**src/rtl/sized_deque_pkg.sv**
```systemverilog
// sized_deque_pkg: command opcodes shared by the deque and its users
package sized_deque_pkg;
   localparam int OP_W = 3;
   typedef enum logic [OP_W-1:0] {
      OP_NOP        = 3'd0,
      OP_PUSH_BACK  = 3'd1,
      OP_PUSH_FRONT = 3'd2,
      OP_POP_FRONT  = 3'd3,
      OP_POP_BACK   = 3'd4,
      OP_WRITE      = 3'd5,
      OP_READ       = 3'd6,
      OP_CLEAR      = 3'd7
   } deque_op_e;
endpackage

```
**src/rtl/sized_deque_idx_map.sv**
```systemverilog
// deque_idx_map: logical index to physical slot, (head + idx) mod DEPTH
module deque_idx_map #(
   parameter int DEPTH = 5,
   parameter int PTR_W = 3,
   parameter int CNT_W = 3
) (
   input  logic [PTR_W-1:0] head,
   input  logic [CNT_W-1:0] idx,
   output logic [PTR_W-1:0] addr
);
   logic [CNT_W:0] sum;
   always_comb begin
      sum  = (CNT_W+1)'(head) + (CNT_W+1)'(idx);
      addr = PTR_W'(sum >= (CNT_W+1)'(DEPTH) ? sum - (CNT_W+1)'(DEPTH) : sum);
   end
endmodule

```
**src/rtl/sized_deque.sv**
```systemverilog
// sized_deque: bounded double-ended queue on a circular buffer with indexed access
module sized_deque
   import sized_deque_pkg::*;
#(
   parameter int DATA_WIDTH = 32,
   parameter int DEPTH      = 5,
   localparam int CNT_W     = $clog2(DEPTH+1)
) (
   input  logic                  clk,
   input  logic                  rst,
   input  logic                  cmd_valid,
   input  deque_op_e             cmd_op,
   input  logic [DATA_WIDTH-1:0] cmd_data,
   input  logic [CNT_W-1:0]      cmd_idx,
   output logic                  cmd_ready,
   output logic [DATA_WIDTH-1:0] front_data,
   output logic [DATA_WIDTH-1:0] back_data,
   output logic [DATA_WIDTH-1:0] rd_data,
   output logic                  rd_valid,
   output logic [CNT_W-1:0]      size,
   output logic                  full,
   output logic                  empty,
   output logic                  err
);
   localparam int PTR_W = $clog2(DEPTH);
   localparam logic [PTR_W-1:0] LAST     = PTR_W'(DEPTH-1);
   localparam logic [CNT_W-1:0] FULL_CNT = CNT_W'(DEPTH);

   logic [DATA_WIDTH-1:0] mem [DEPTH];
   logic [PTR_W-1:0] head, tail, head_inc, head_dec, tail_inc, tail_dec;
   logic [PTR_W-1:0] cmd_addr, back_addr, waddr;
   logic [CNT_W-1:0] count, back_idx;
   logic accept, is_push, is_pop, is_idx, bad, ok, we;

   deque_idx_map #(.DEPTH(DEPTH), .PTR_W(PTR_W), .CNT_W(CNT_W)) u_cmd_map (
      .head(head), .idx(cmd_idx), .addr(cmd_addr)
   );
   deque_idx_map #(.DEPTH(DEPTH), .PTR_W(PTR_W), .CNT_W(CNT_W)) u_back_map (
      .head(head), .idx(back_idx), .addr(back_addr)
   );

   assign cmd_ready  = !rd_valid;
   assign size       = count;
   assign full       = count == FULL_CNT;
   assign empty      = count == '0;
   assign back_idx   = count - CNT_W'(1);
   assign front_data = empty ? '0 : mem[head];
   assign back_data  = empty ? '0 : mem[back_addr];

   always_comb begin
      accept   = cmd_valid && cmd_ready;
      is_push  = cmd_op == OP_PUSH_BACK || cmd_op == OP_PUSH_FRONT;
      is_pop   = cmd_op == OP_POP_FRONT || cmd_op == OP_POP_BACK;
      is_idx   = cmd_op == OP_WRITE || cmd_op == OP_READ;
      bad      = accept && ((is_push && full) || (is_pop && empty) || (is_idx && cmd_idx >= count));
      ok       = accept && !bad;
      head_inc = head == LAST ? '0 : head + 1'b1;
      head_dec = head == '0 ? LAST : head - 1'b1;
      tail_inc = tail == LAST ? '0 : tail + 1'b1;
      tail_dec = tail == '0 ? LAST : tail - 1'b1;
      we       = ok && (is_push || cmd_op == OP_WRITE);
      waddr    = cmd_op == OP_PUSH_BACK ? tail : cmd_op == OP_PUSH_FRONT ? head_dec : cmd_addr;
   end

   always_ff @(posedge clk)
      if (we && !rst) mem[waddr] <= cmd_data;

   always_ff @(posedge clk)
      if (rst) begin
         head     <= '0;
         tail     <= '0;
         count    <= '0;
         err      <= 1'b0;
         rd_valid <= 1'b0;
         rd_data  <= '0;
      end else begin
         head     <= ok && cmd_op == OP_CLEAR ? '0 :
                     ok && cmd_op == OP_PUSH_FRONT ? head_dec :
                     ok && cmd_op == OP_POP_FRONT ? head_inc : head;
         tail     <= ok && cmd_op == OP_CLEAR ? '0 :
                     ok && cmd_op == OP_PUSH_BACK ? tail_inc :
                     ok && cmd_op == OP_POP_BACK ? tail_dec : tail;
         count    <= ok && cmd_op == OP_CLEAR ? '0 :
                     ok && is_push ? count + 1'b1 :
                     ok && is_pop ? count - 1'b1 : count;
         err      <= ok && cmd_op == OP_CLEAR ? 1'b0 : bad ? 1'b1 : err;
         rd_valid <= ok && cmd_op == OP_READ;
         rd_data  <= ok && cmd_op == OP_READ ? mem[cmd_addr] : rd_data;
      end
endmodule

```
**config.mk**
```make
export PLATFORM = sky130hd
export DESIGN_NAME = sized_deque
export DESIGN_NICKNAME = d
export VERILOG_FILES = /design/src/rtl/sized_deque_pkg.sv /design/src/rtl/sized_deque_idx_map.sv /design/src/rtl/sized_deque.sv
export SDC_FILE = /design/constraint.sdc
export NUM_CORES = 1
export LEC_CHECK = 0
export ABC_AREA = 0
export BUFFER_PORTS_ARGS = -buffer_cell sky130_fd_sc_hd__buf_2
export CORE_UTILIZATION = 63
export CTS_CLUSTER_DIAMETER = 50
export CTS_CLUSTER_SIZE = 12
export DETAILED_ROUTE_END_ITERATION = 6
export GPL_TIMING_DRIVEN = 0
export HOLD_SLACK_MARGIN = 0.02
export PLACE_DENSITY_LB_ADDON = 0.2
export SYNTH_ARGS = -nofsm -noshare
export SYNTH_HDL_FRONTEND = slang
export SYNTH_SLANG_ARGS = --single-unit
```
**constraint.sdc**
```tcl
create_clock -name clk -period 8.8 [get_ports clk]
set_input_delay 0.44 -clock clk [delete_from_list [all_inputs] [get_ports clk]]
set_output_delay 0.44 -clock clk [all_outputs]
set_load 0.05 [all_outputs]
```
* After elaboration in Yosys (flattened, before gate mapping) *
Memory sizes are Yosys's and may differ from the RTL's. A register that Yosys moved wholly into a read port is not among the register bits.
Cells that the tools add are included.

cells by class
  add/subtract/negate cells = 10
  order comparisons = 3
  equality and inequality tests = 10
  muxes and demuxes = 20
  reduce and logical (&&, ||, !) cells = 32

operators by type and width
  operator                                             count
  2-to-1 mux 32 bit                                    2
  2-to-1 mux 3 bit                                     16
  == test 3 bit, second input constant                 7
  logical AND 1 bit                                    16
  adder 3 x 1 -> 3 bit, second input constant          3
  zero test 3 bit                                      3
  subtractor 3 x 1 -> 3 bit, second input constant     3
  adder 3 x 3 -> 4 bit                                 2
  >= comparator 4 x 3 -> 1 bit, second input constant  2
  == test 3 x 2 -> 1 bit, second input constant        2
  logical OR 1 bit                                     6
  nonzero test 2 bit                                   3
  subtractor 3 bit, second input constant              2
  == test 3 x 1 -> 1 bit, second input constant        1
  >= comparator 3 bit                                  1
  zero test 1 bit                                      3
  2-to-1 mux 1 bit                                     2
  OR reduction 2 bit                                   1

storage, ports and cells
  register bits = 11
  bits in writable memories = 160
  input bits = 41
  output and inout port bits = 104
  word-level logic and storage cells = 81
  memories = 1

memories
  memory  depth  width  rd ports  clocked after Yosys merged registers in  wr ports  RTL line           text
  mem     5      32     3         2                                        1         sized_deque.sv:29  logic [DATA_WIDTH-1:0] mem [DEPTH];

* Longest topological paths before layout *
Gate-level depths: netlist of run 1.

  depth after elaboration = 13
  mapped depth = 13
  depth with buffers taken out = 12

* Cells and area by module *
Synthesis of run 1 repeated with hierarchy kept, for this count alone.

second synthesis, totals
  cell total of the unflattened synthesis = 754
  area, all modules = 11091.9 µm²

modules (own cells, without submodules)
  module         instances  cells an instance  area each (µm²)  seq. area each (µm²)
  sized_deque    1          718                10756.6          5725.5
  deque_idx_map  2          18                 167.7            0.0

* Worst setup path before layout of run 1 *
No wires, ideal clock.

  path type = register to output
  start = reg count[0], in the netlist size[0]
  end = out back_data[1]
  arrival time = 4.432 ns
  data required time = 8.360 ns
  path slack = 3.928 ns
  cell stages (with the launch flop) = 13
  path buffers = 1
  cell sequence = dfxtp_1 -> inv_1 -> ha_1 -> inv_1 -> fa_1 -> inv_1 -> ha_1 -> nand2b_1 -> a221oi_4 -> xnor2_4 -> buf_2 -> nand2_1 -> a311oi_1

between the ends
  word-level cells in the longest chain between the ends = 6
  elaborated cells on any way between the ends = 8
  classes of those cells = add/sub (3); order compare (1); mux (2); reduce/logical (1); memory (1)

ends and longest elaborated chain
  what                                                                     RTL line                   text
  start, declared                                                          sized_deque.sv:32          logic [CNT_W-1:0] count, back_idx;
  start signal, assigned                                                   sized_deque.sv:83          count <= ok && cmd_op == OP_CLEAR ? '0 :
  subtractor 3 x 1 -> 3 bit                                                sized_deque.sv:46          assign back_idx = count - CNT_W'(1);
  adder 3 x 3 -> 4 bit                                                     sized_deque_idx_map.sv:13  sum = (CNT_W+1)'(head) + (CNT_W+1)'(idx);
  >= comparator 4 x 3 -> 1 bit / subtractor 3 bit (equally long branches)  sized_deque_idx_map.sv:14  addr = PTR_W'(sum >= (CNT_W+1)'(DEPTH) ? sum - (CNT_W+1)'(DEPTH) : sum);
  2-to-1 mux 3 bit                                                         sized_deque_idx_map.sv:14
  memory (5 x 32 bit)                                                      -
  2-to-1 mux 32 bit (*)                                                    sized_deque.sv:48          assign back_data = empty ? '0 : mem[back_addr];
  end, declared                                                            sized_deque.sv:17          output logic [DATA_WIDTH-1:0] back_data,

Mark *: on every way between the ends. The rest lies on a longest branch, timed or not.

* Worst setup path in the final report of run 1 *
Same ends and word-level chain as after synthesis.

==> results.yml, run 1 <==
pwr:
  p_total_mw: 3.37
  p_int_mw: 1.98
  p_seq_share_pct: 31.9
  power_per_cell_area_mw_per_mm2: 244
  max-vdd-ir-drop_v: 0.000199
  swShare_pct: 41.2
  power_frac_comb_pct: 38.7
  p_leak_nw: 4.98
  p_switching_mw: 1.39
  p_clk_share_pct: 29.3
drt:
  routedWlPerCell_um: 25.5
  dr_total_vias: 11000
  antenna_left: 0
  routed_via_density: 7.25
  dr.pass1.iters: 7
  drtIter0Drc: 1675
  drc: 13
  drt_wl_total_um: 38600
final_layout:
  nets: 1331
  drive_gt1_share_pct: 22.6
  fill_cells: 1230
  final_cells: 1512
  final_cell_mix: "163 x buf_2, 160 x edfxtp_1, 149 x nand2_1, 85 x nor2_1, 77 x o21ai_0"
  final_common_cell: "buf_2"
  area_growth_pct: 16.4
placement:
  dp_hpwl_um: 25000
  dp_slack_ps: 4070
  portBuffers: 143
  gp_congestion: 0.934
  place_inst: 1465
setup_path:
  critPathKind: "flip-flop to output port"
  cp_max_fo: 10
  crit_slowest_cell: "o21ai_0"
  arrival_ps: 4700
  endpoint_kind: "output port"
  crit_family: "adder cells"
  crit_required_ps: 8360
  cp_cell_sequence: "inv_1 -> ha_1 -> inv_1 -> fa_1 -> inv_1 -> ha_1 -> nand2_1 -> mux2_2 -> o21ai_0 -> clkbuf_1 -> and3_1 -> a311oi_1 -> buf_2"
  cp_slowest_stage_delay_ps: 720
  start_kind: "flip-flop"
  critPathMostFrequentCell: "inv_1"
  path_buf_inv: 5
synth:
  syn-num-nets: 1156
  syn_inst: 1088
  synth-edff-count: 160
  syn_area_per_cell_sq_um: 10.9
  async_flop_share_pct: 0
  synthesis.area_sq_mm: 0.0119
  yosysUniqueCellTypes: 63
  synth-seq-area-share_pct: 48.3
  ys.flop_type: "edfxtp_1"
  yosys_warnings: 0
  synth_seq_cells: 206
global_route:
  grt_antenna_before_repair: 2
  grt_use_total_pct: 39.4
  grt_pass1_wl_um: 57800
  grt_max_degree: 19
  first_global_vias: 10400
  overflow: 0
clock_network:
  cts_resized: 0
  cts-root-buf: "clkbuf_16"
  insertion_delay_ps: 540
  cts_buffers: 25
  clk_pin_slew_worst_paths_ps: 60
  cts_tree: "built"
  cts_buffer_depth: 3
  hold_buffers: 0
  post_cts_buffers: 0
  cts_sinks: 206
  htreeDepth: 1
sta:
  maxSlewHeadroom_pct: 37.9
  worst_pin_slew_ps: 922
  maxSlewViolCount: 0
  setup_ws_ps: 3660
  setup_viol: 0
  finalWorstPathRequiredPeriod_ps: 5140
  max_freq_mhz: 194
  rsz0062_at_grt: "no"
  holdWs_ps: 129
  totalNegativeSetupSlack_ps: 0
  fin_skew_ps: 13.1
  hold_violations: 0
  post-route-period-util_pct: 58.5
floorplanning:
  start_util_pct: 65.1
  fp-row-count: 49
  fp.dieH_um: 139
  die_area_sq_mm: 0.0194
  coreArea_sq_mm: 0.0182
  ioPinCount: 145
  fp.dieW_um: 139
outcome:
  status: "finished, violations left"
  violations: "DRC"
run:
  maxCapViolCount: 0
worst_hold_path:
  hold_path.class: "input port to flip-flop"
-- through the flow --
stage / cell area [sq um] / utilization [%]
floorplan: 11900 / -
global placement: 12900 / 70.6
detailed placement: 13000 / 71.5
CTS: 13800 / 75.8
global route: 13800 / 75.8
finish: 13800 / 75.8
-- final timing paths --
kind	startpoint	to	cells past startpoint	slack (ps)
worst max-delay path	size[0]$_SDFFE_PP0P_	back_data[1]	13	3660
worst min-delay path	cmd_data[23]	mem[0][23]$_DFFE_PP_	1	130
worst max register to register	head[0]$_SDFFE_PP0N_	mem[3][24]$_DFFE_PP_	12	4090
worst min register to register	err$_SDFFE_PP0P_	err$_SDFFE_PP0P_	2	480
-- sequential cells by signal, indices dropped and copies added, names as in the netlist, named ones only --
register / count
rd_valid: 1
head: 3
mem: 160
err: 1
size: 3
rd_data: 32
tail: 3
-- per-layer routing --
metal | share of wire [%] | global-route usage [%] | vias up | routed length (um)
met3 | 16 | 10.6 | 224 | 6280
met1 | 34 | 51.4 | 5038 | 13200
li1 | - | - | 4586 | -
met5 | 0 | 0 | - | 0
met4 | 5.3 | 21.5 | 0 | 2040
met2 | 44 | 60.0 | 1120 | 17100
-- area by class of cell --
cell class	instances	area, sq um	share of cell area, %
repair buffers	148	838	6.07
diodes	1	2.50	0.0181
inverters	21	78.8	0.571
well taps	229	287	2.08
flip-flops and latches	206	5730	41.5
clock buffers	35	673	4.88
plain buffers	91	400	2.90
multi-input cells	770	5690	41.2
clock inverters	11	105	0.762
-- cell families (layout without fill, tap and decap cells) --
family | count (synthesis) | in the layout | synth area share (%)
AOI/OAI and AO/OA | 285 | 285 | 19.0
xor gates and xnor gates | 12 | 12 | 1.27
adders and majority gates | 27 | 27 | 2.98
buffers and inverters | 112 | 306 | 4.04
DFF | 206 | 206 | 48.3
muxes | 77 | 77 | 9.92
other | 0 | 1 | 0
and+or+nand+nor | 369 | 369 | 14.5
-- power by group through the flow --
stage	clock [mW]	sequential [mW]	combinational, mW
2_1_floorplan	0	1.11	0.888
3_3_place_gp	0	1.10	1.22
3_5_place_dp	0	1.10	1.25
4_1_cts	0.986	1.08	1.26
5_1_grt	1.03	1.08	1.35
6_report	0.989	1.08	1.31
-- synth_stat cells (5+ instances only) --
cell type  number  area share (%)
inv_1          19            0.60
buf_2          20            0.84
ha_1           25             2.6
mux4_2         32             6.1
clkbuf_1       59             1.9
nor2_1         90             2.8
edfxtp_1      160              41
nor4_1         30             1.6
mux2i_1        41             3.5
nor2b_1         6            0.32
a221oi_1       61             4.5
a21oi_1        18            0.76
nand2b_1       36             1.9
nand2_1       149             4.7
o21ai_0        77             3.2
and3_1         32             1.7
o22ai_1        12            0.63
buf_1           6            0.19
dfxtp_1        46             7.8
nor3_1          5            0.21
xnor2_1         6            0.44
o221ai_1       24             1.8
a311oi_2       28             3.5
a311oi_1        5            0.37
o31ai_1        31             2.0
No activity file was read; power rests on OpenSTA's default activity.
==> run 2: changes to the inputs <==
- CORE_UTILIZATION: 63 -> 59
- clock period: 8.8 -> 5.2 ns (I/O delays scaled with it)
==> results.yml, run 2 (synthesis gave the netlist of run 1 again) <==
outcome:
  status: "finished clean"
floorplanning:
  fp-row-count: 51
  fp.dieH_um: 144
  die_area_sq_mm: 0.0207
  fp.dieW_um: 144
  coreArea_sq_mm: 0.0196
  ioPinCount: 145
  start_util_pct: 60.5
pwr:
  power_per_cell_area_mw_per_mm2: 401
  p_total_mw: 5.68
  p_leak_nw: 5.11
  max-vdd-ir-drop_v: 0.000349
  p_clk_share_pct: 28.9
  p_int_mw: 3.37
  swShare_pct: 40.6
  p_seq_share_pct: 32.0
  power_frac_comb_pct: 39.1
  p_switching_mw: 2.31
clock_network:
  insertion_delay_ps: 510
  cts_sinks: 206
  post_cts_buffers: 0
  cts_tree: "built"
  cts-root-buf: "clkbuf_16"
  cts_buffers: 25
  cts_resized: 0
  cts_buffer_depth: 3
  clk_pin_slew_worst_paths_ps: 60
  htreeDepth: 1
setup_path:
  r2r_cells: 12
  critPathMostFrequentCell: "inv_1"
  critPathKind: "flip-flop to output port"
  start_kind: "flip-flop"
  cp_slowest_stage_delay_ps: 820
  cp_max_fo: 10
  arrival_ps: 4750
  crit_slowest_cell: "o21ai_0"
  endpoint_kind: "output port"
  crit_required_ps: 4940
  cp_cell_sequence: "inv_1 -> ha_1 -> inv_1 -> fa_1 -> inv_1 -> ha_1 -> nand2_1 -> mux2_2 -> o21ai_0 -> clkbuf_1 -> and3_1 -> a311oi_1 -> buf_2"
placement:
  dpl_cell_area_sq_mm: 0.0131
  portBuffers: 143
  dp_hpwl_um: 25100
  gp_congestion: 0.943
  dp_slack_ps: 691
  place_inst: 1501
sta:
  worst_pin_slew_ps: 1070
  setup_viol: 0
  max_freq_mhz: 200
  rsz0062_at_grt: "no"
  holdWs_ps: 269
  setup_ws_ps: 195
  finalWorstPathRequiredPeriod_ps: 5010
  totalNegativeSetupSlack_ps: 0
  post-route-period-util_pct: 96.3
  fin_skew_ps: 12.1
  hold_violations: 0
  maxSlewViolCount: 0
  maxSlewHeadroom_pct: 28.1
drt:
  antenna_left: 0
  drc: 0
  routed_via_density: 6.87
  dr_total_vias: 10800
  routedWlPerCell_um: 24.3
  dr.pass1.iters: 7
  drt_wl_total_um: 38300
  drtIter0Drc: 1448
worst_hold_path:
  hold-path-cell-count: 5
  hold_path.class: "input port to flip-flop"
run:
  maxCapViolCount: 0
global_route:
  grt_use_total_pct: 37.3
  met3_usage_pct: 8.30
  overflow: 0
  grt_pass1_wl_um: 57400
  grt_antenna_before_repair: 0
  first_global_vias: 10500
  gr-usage-met1_pct: 48.6
  use_met2_pct: 58.0
  grt-busiest-layer: "met2"
  grt_max_degree: 22
final_layout:
  final_cells: 1579
  regMostFlops: "mem"
  final_core_utilization_pct: 72.3
  fill_cells: 1426
  nets: 1364
  final_area_sq_mm: 0.0142
  final_common_cell: "buf_2"
  area_growth_pct: 19.4
  largest_reg_flops: 160
  final_cell_mix: "163 x buf_2, 160 x edfxtp_1, 149 x nand2_1, 85 x nor2_1, 77 x o21ai_0"
  drive_gt1_share_pct: 22.1
  largestRegisters: "mem (160), rd_data (32)"
  num_antenna_cells: 0
==> run 2: layer usage <==
metal	vias up	share of wire (%)
li1	4650	-
met1	5083	37
met2	927	46
met3	185	13
met4	0	4.4
met5	-	0
==> run 2: cell type report <==
| class | count | area, sq um | share of cell area (%) |
|---|---|---|---|
| multi-input combinational | 770 | 5690 | 40.2 |
| clock inverter | 9 | 63.8 | 0.451 |
| timing repair buffer | 181 | 1150 | 8.14 |
| clock buffer | 36 | 719 | 5.08 |
| buffer | 91 | 400 | 2.83 |
| sequential | 206 | 5730 | 40.4 |
| inverter | 21 | 78.8 | 0.557 |
| tap | 265 | 332 | 2.34 |
==> run 2: path summary, 6_finish.rpt <==
path | end | slack (ps) | startpoint
min | err$_SDFFE_PP0P_ | 270 | cmd_valid
max | back_data[1] | 190 | size[0]$_SDFFE_PP0P_
max reg2reg | mem[3][27]$_DFFE_PP_ | 630 | head[0]$_SDFFE_PP0N_
min reg2reg | rd_data[16]$_SDFFE_PP0P_ | 490 | rd_data[16]$_SDFFE_PP0P_
==> run 2: what timing repair did <==
action	4_1_cts	5_1_grt
hold buffers	33	0
endpoints found under the hold margin	161	0
endpoints found under the setup margin	0	0
==> run 2: power groups by stage <==
| stage | Combinational (mW) | Sequential (mW) | Clock, mW |
|---|---|---|---|
| finish | 2.22 | 1.82 | 1.64 |
| global route | 2.31 | 1.82 | 1.71 |
| CTS | 2.16 | 1.82 | 1.65 |
| detailed placement | 2.13 | 1.85 | 0 |
| global placement | 2.08 | 1.86 | 0 |
| floorplan | 1.50 | 1.88 | 0 |
==> run 2: critical path: cells and delay by family, from the launching register on <==
kind | cells | cell delay, ps
adder cells (fa/ha/maj) | 3 | 1200
flip-flops | 1 | 450
buffers and inverters | 5 | 1120
AND/OR/NAND/NOR | 2 | 300
multiplexers | 1 | 250
AO/OA/AOI/OAI | 2 | 910
==> run 3: changes to the inputs <==
- CORE_UTILIZATION: 59 -> 63
- clock period: 5.2 -> 6.08 ns (I/O delays scaled with it)
==> results.yml, run 3 (synthesis gave the netlist of run 1 again) <==
setup_path:
  cp_cell_sequence: "inv_1 -> ha_1 -> inv_1 -> fa_1 -> inv_1 -> ha_1 -> nand2_1 -> mux2_2 -> o21ai_0 -> clkbuf_1 -> and3_1 -> a311oi_2 -> buf_2"
  crit_required_ps: 5780
  critPathKind: "flip-flop to output port"
  cp_slowest_stage_delay_ps: 690
  arrival_ps: 4680
  cp_max_fo: 10
  critPathMostFrequentCell: "inv_1"
  start_kind: "flip-flop"
  crit_slowest_cell: "o21ai_0"
  crit_family: "adder cells"
  path_buf_inv: 5
  endpoint_kind: "output port"
final_layout:
  nets: 1360
  multi_input_area_sq_mm: 0.00569
  largest_reg_flops: 160
  fill_cells: 1194
  num_antenna_cells: 0
  final_common_cell: "buf_2"
  regMostFlops: "mem"
  largestRegisters: "mem (160), rd_data (32)"
  regArea_sq_mm: 0.00573
  area_growth_pct: 18.8
  drive_gt1_share_pct: 22.1
  final_cell_mix: "163 x buf_2, 160 x edfxtp_1, 149 x nand2_1, 85 x nor2_1, 77 x o21ai_0"
floorplanning:
  start_util_pct: 65.1
  fp.dieH_um: 139
  coreArea_sq_mm: 0.0182
  fp-row-count: 49
  die_area_sq_mm: 0.0194
  fp.dieW_um: 139
  ioPinCount: 145
clock_network:
  cts_tree: "built"
  insertion_delay_ps: 550
  htreeDepth: 1
  cts_buffer_depth: 3
  clk_pin_slew_worst_paths_ps: 70
  cts_resized: 0
  cts_buffers: 25
  cts_sinks: 206
  cts-root-buf: "clkbuf_16"
sta:
  setup_viol: 0
  worst_pin_slew_ps: 946
  finalWorstPathRequiredPeriod_ps: 4990
  rsz0062_at_grt: "no"
  post-route-period-util_pct: 82.0
  totalNegativeSetupSlack_ps: 0
  maxSlewHeadroom_pct: 36.9
  max_freq_mhz: 201
  holdWs_ps: 18.5
  setup_ws_ps: 1090
  hold_violations: 0
  maxSlewViolCount: 0
  fin_skew_ps: 18.4
outcome:
  violations: "DRC"
  status: "finished, violations left"
drt:
  routedWlPerCell_um: 25.7
  antenna_left: 0
  drt_wl_total_um: 39600
  dr_total_vias: 11100
  dr.pass1.iters: 7
  drc: 27
  routed_via_density: 7.23
  drtIter0Drc: 1714
pwr:
  power_per_cell_area_mw_per_mm2: 348
  p_total_mw: 4.91
  p_leak_nw: 5.10
  max-vdd-ir-drop_v: 0.000319
placement:
  dp_slack_ps: 1480
  gp_congestion: 0.934
  dp_hpwl_um: 25000
  portBuffers: 143
run:
  maxCapViolCount: 0
global_route:
  overflow: 0
  first_global_vias: 10600
  grt_pass1_wl_um: 59100
  grt_use_total_pct: 40.2
  grt_antenna_before_repair: 0
  grt_max_degree: 19
worst_hold_path:
  hold_path.class: "input port to flip-flop"
-- run 3: cell count changes in the layout (fill, tap and decap cells not counted), moves of 2 or more --
cell	before	now
dlygate4sd3_1	33	29
buf_12	4	2
buf_16	1	3
clkbuf_16	27	25
-- run 3: per-layer routing --
metal | routed length [um] | global-route usage, % | part of all wire (%)
met2 | 17900 | 62.9 | 45
met5 | 0 | 0 | 0
met1 | 13600 | 51.5 | 34
met3 | 6080 | 11.0 | 15
met4 | 2000 | 21.0 | 5.1
-- run 3: path summary, 6_finish.rpt --
kind	start	end	slack (ps)	cells past startpoint
setup / recovery	size[0]$_SDFFE_PP0P_	back_data[20]	1090	13
hold / removal	cmd_data[22]	mem[3][22]$_DFFE_PP_	20	1
setup reg to reg	head[0]$_SDFFE_PP0N_	mem[3][2]$_DFFE_PP_	1390	12
hold reg to reg	err$_SDFFE_PP0P_	err$_SDFFE_PP0P_	480	2
-- run 3: power breakdown --
part           internal [mW]  switching, mW  total, mW
combinational          0.517           1.40       1.91
clock                  0.826          0.613       1.44
sequential              1.54         0.0197       1.56
total                   2.88           2.03       4.91
-- run 3: cell type report --
class,instances,area share (%)
plain buffers,91,2.84
clock buffers,35,4.78
clock inverters,11,0.746
inverters,21,0.560
multi-input cells,770,40.4
flip-flops and latches,206,40.6
well taps,229,2.03
repair buffers,177,8.01
-- run 3: worst reg2reg max path, stage by stage, from the launching register on --
cell and delay [ps]:
dfxtp_1 380, ha_1 240, fa_1 680, inv_1 150, ha_1 210, nand2b_1 140, a221oi_2 370, buf_2 290
mux2i_1 130, o211ai_1 640, nand2_1 300, nor2_4 610, buf_16 260
-- run 3: timing repair --
item	CTS	global route
buffers inserted	0	0
endpoints found under the setup margin	0	0
hold buffers	29	0
hold endpoints to repair	135	0
-- run 3: through the flow --
step                std cells  utilization [%]  cell area (sq um)
global route             1540             77.4              14100
detailed placement       1465             71.5              13000
floorplan                1088                -              11900
CTS                      1540             77.4              14100
finish                   1540             77.4              14100
global placement         1460             70.6              12900
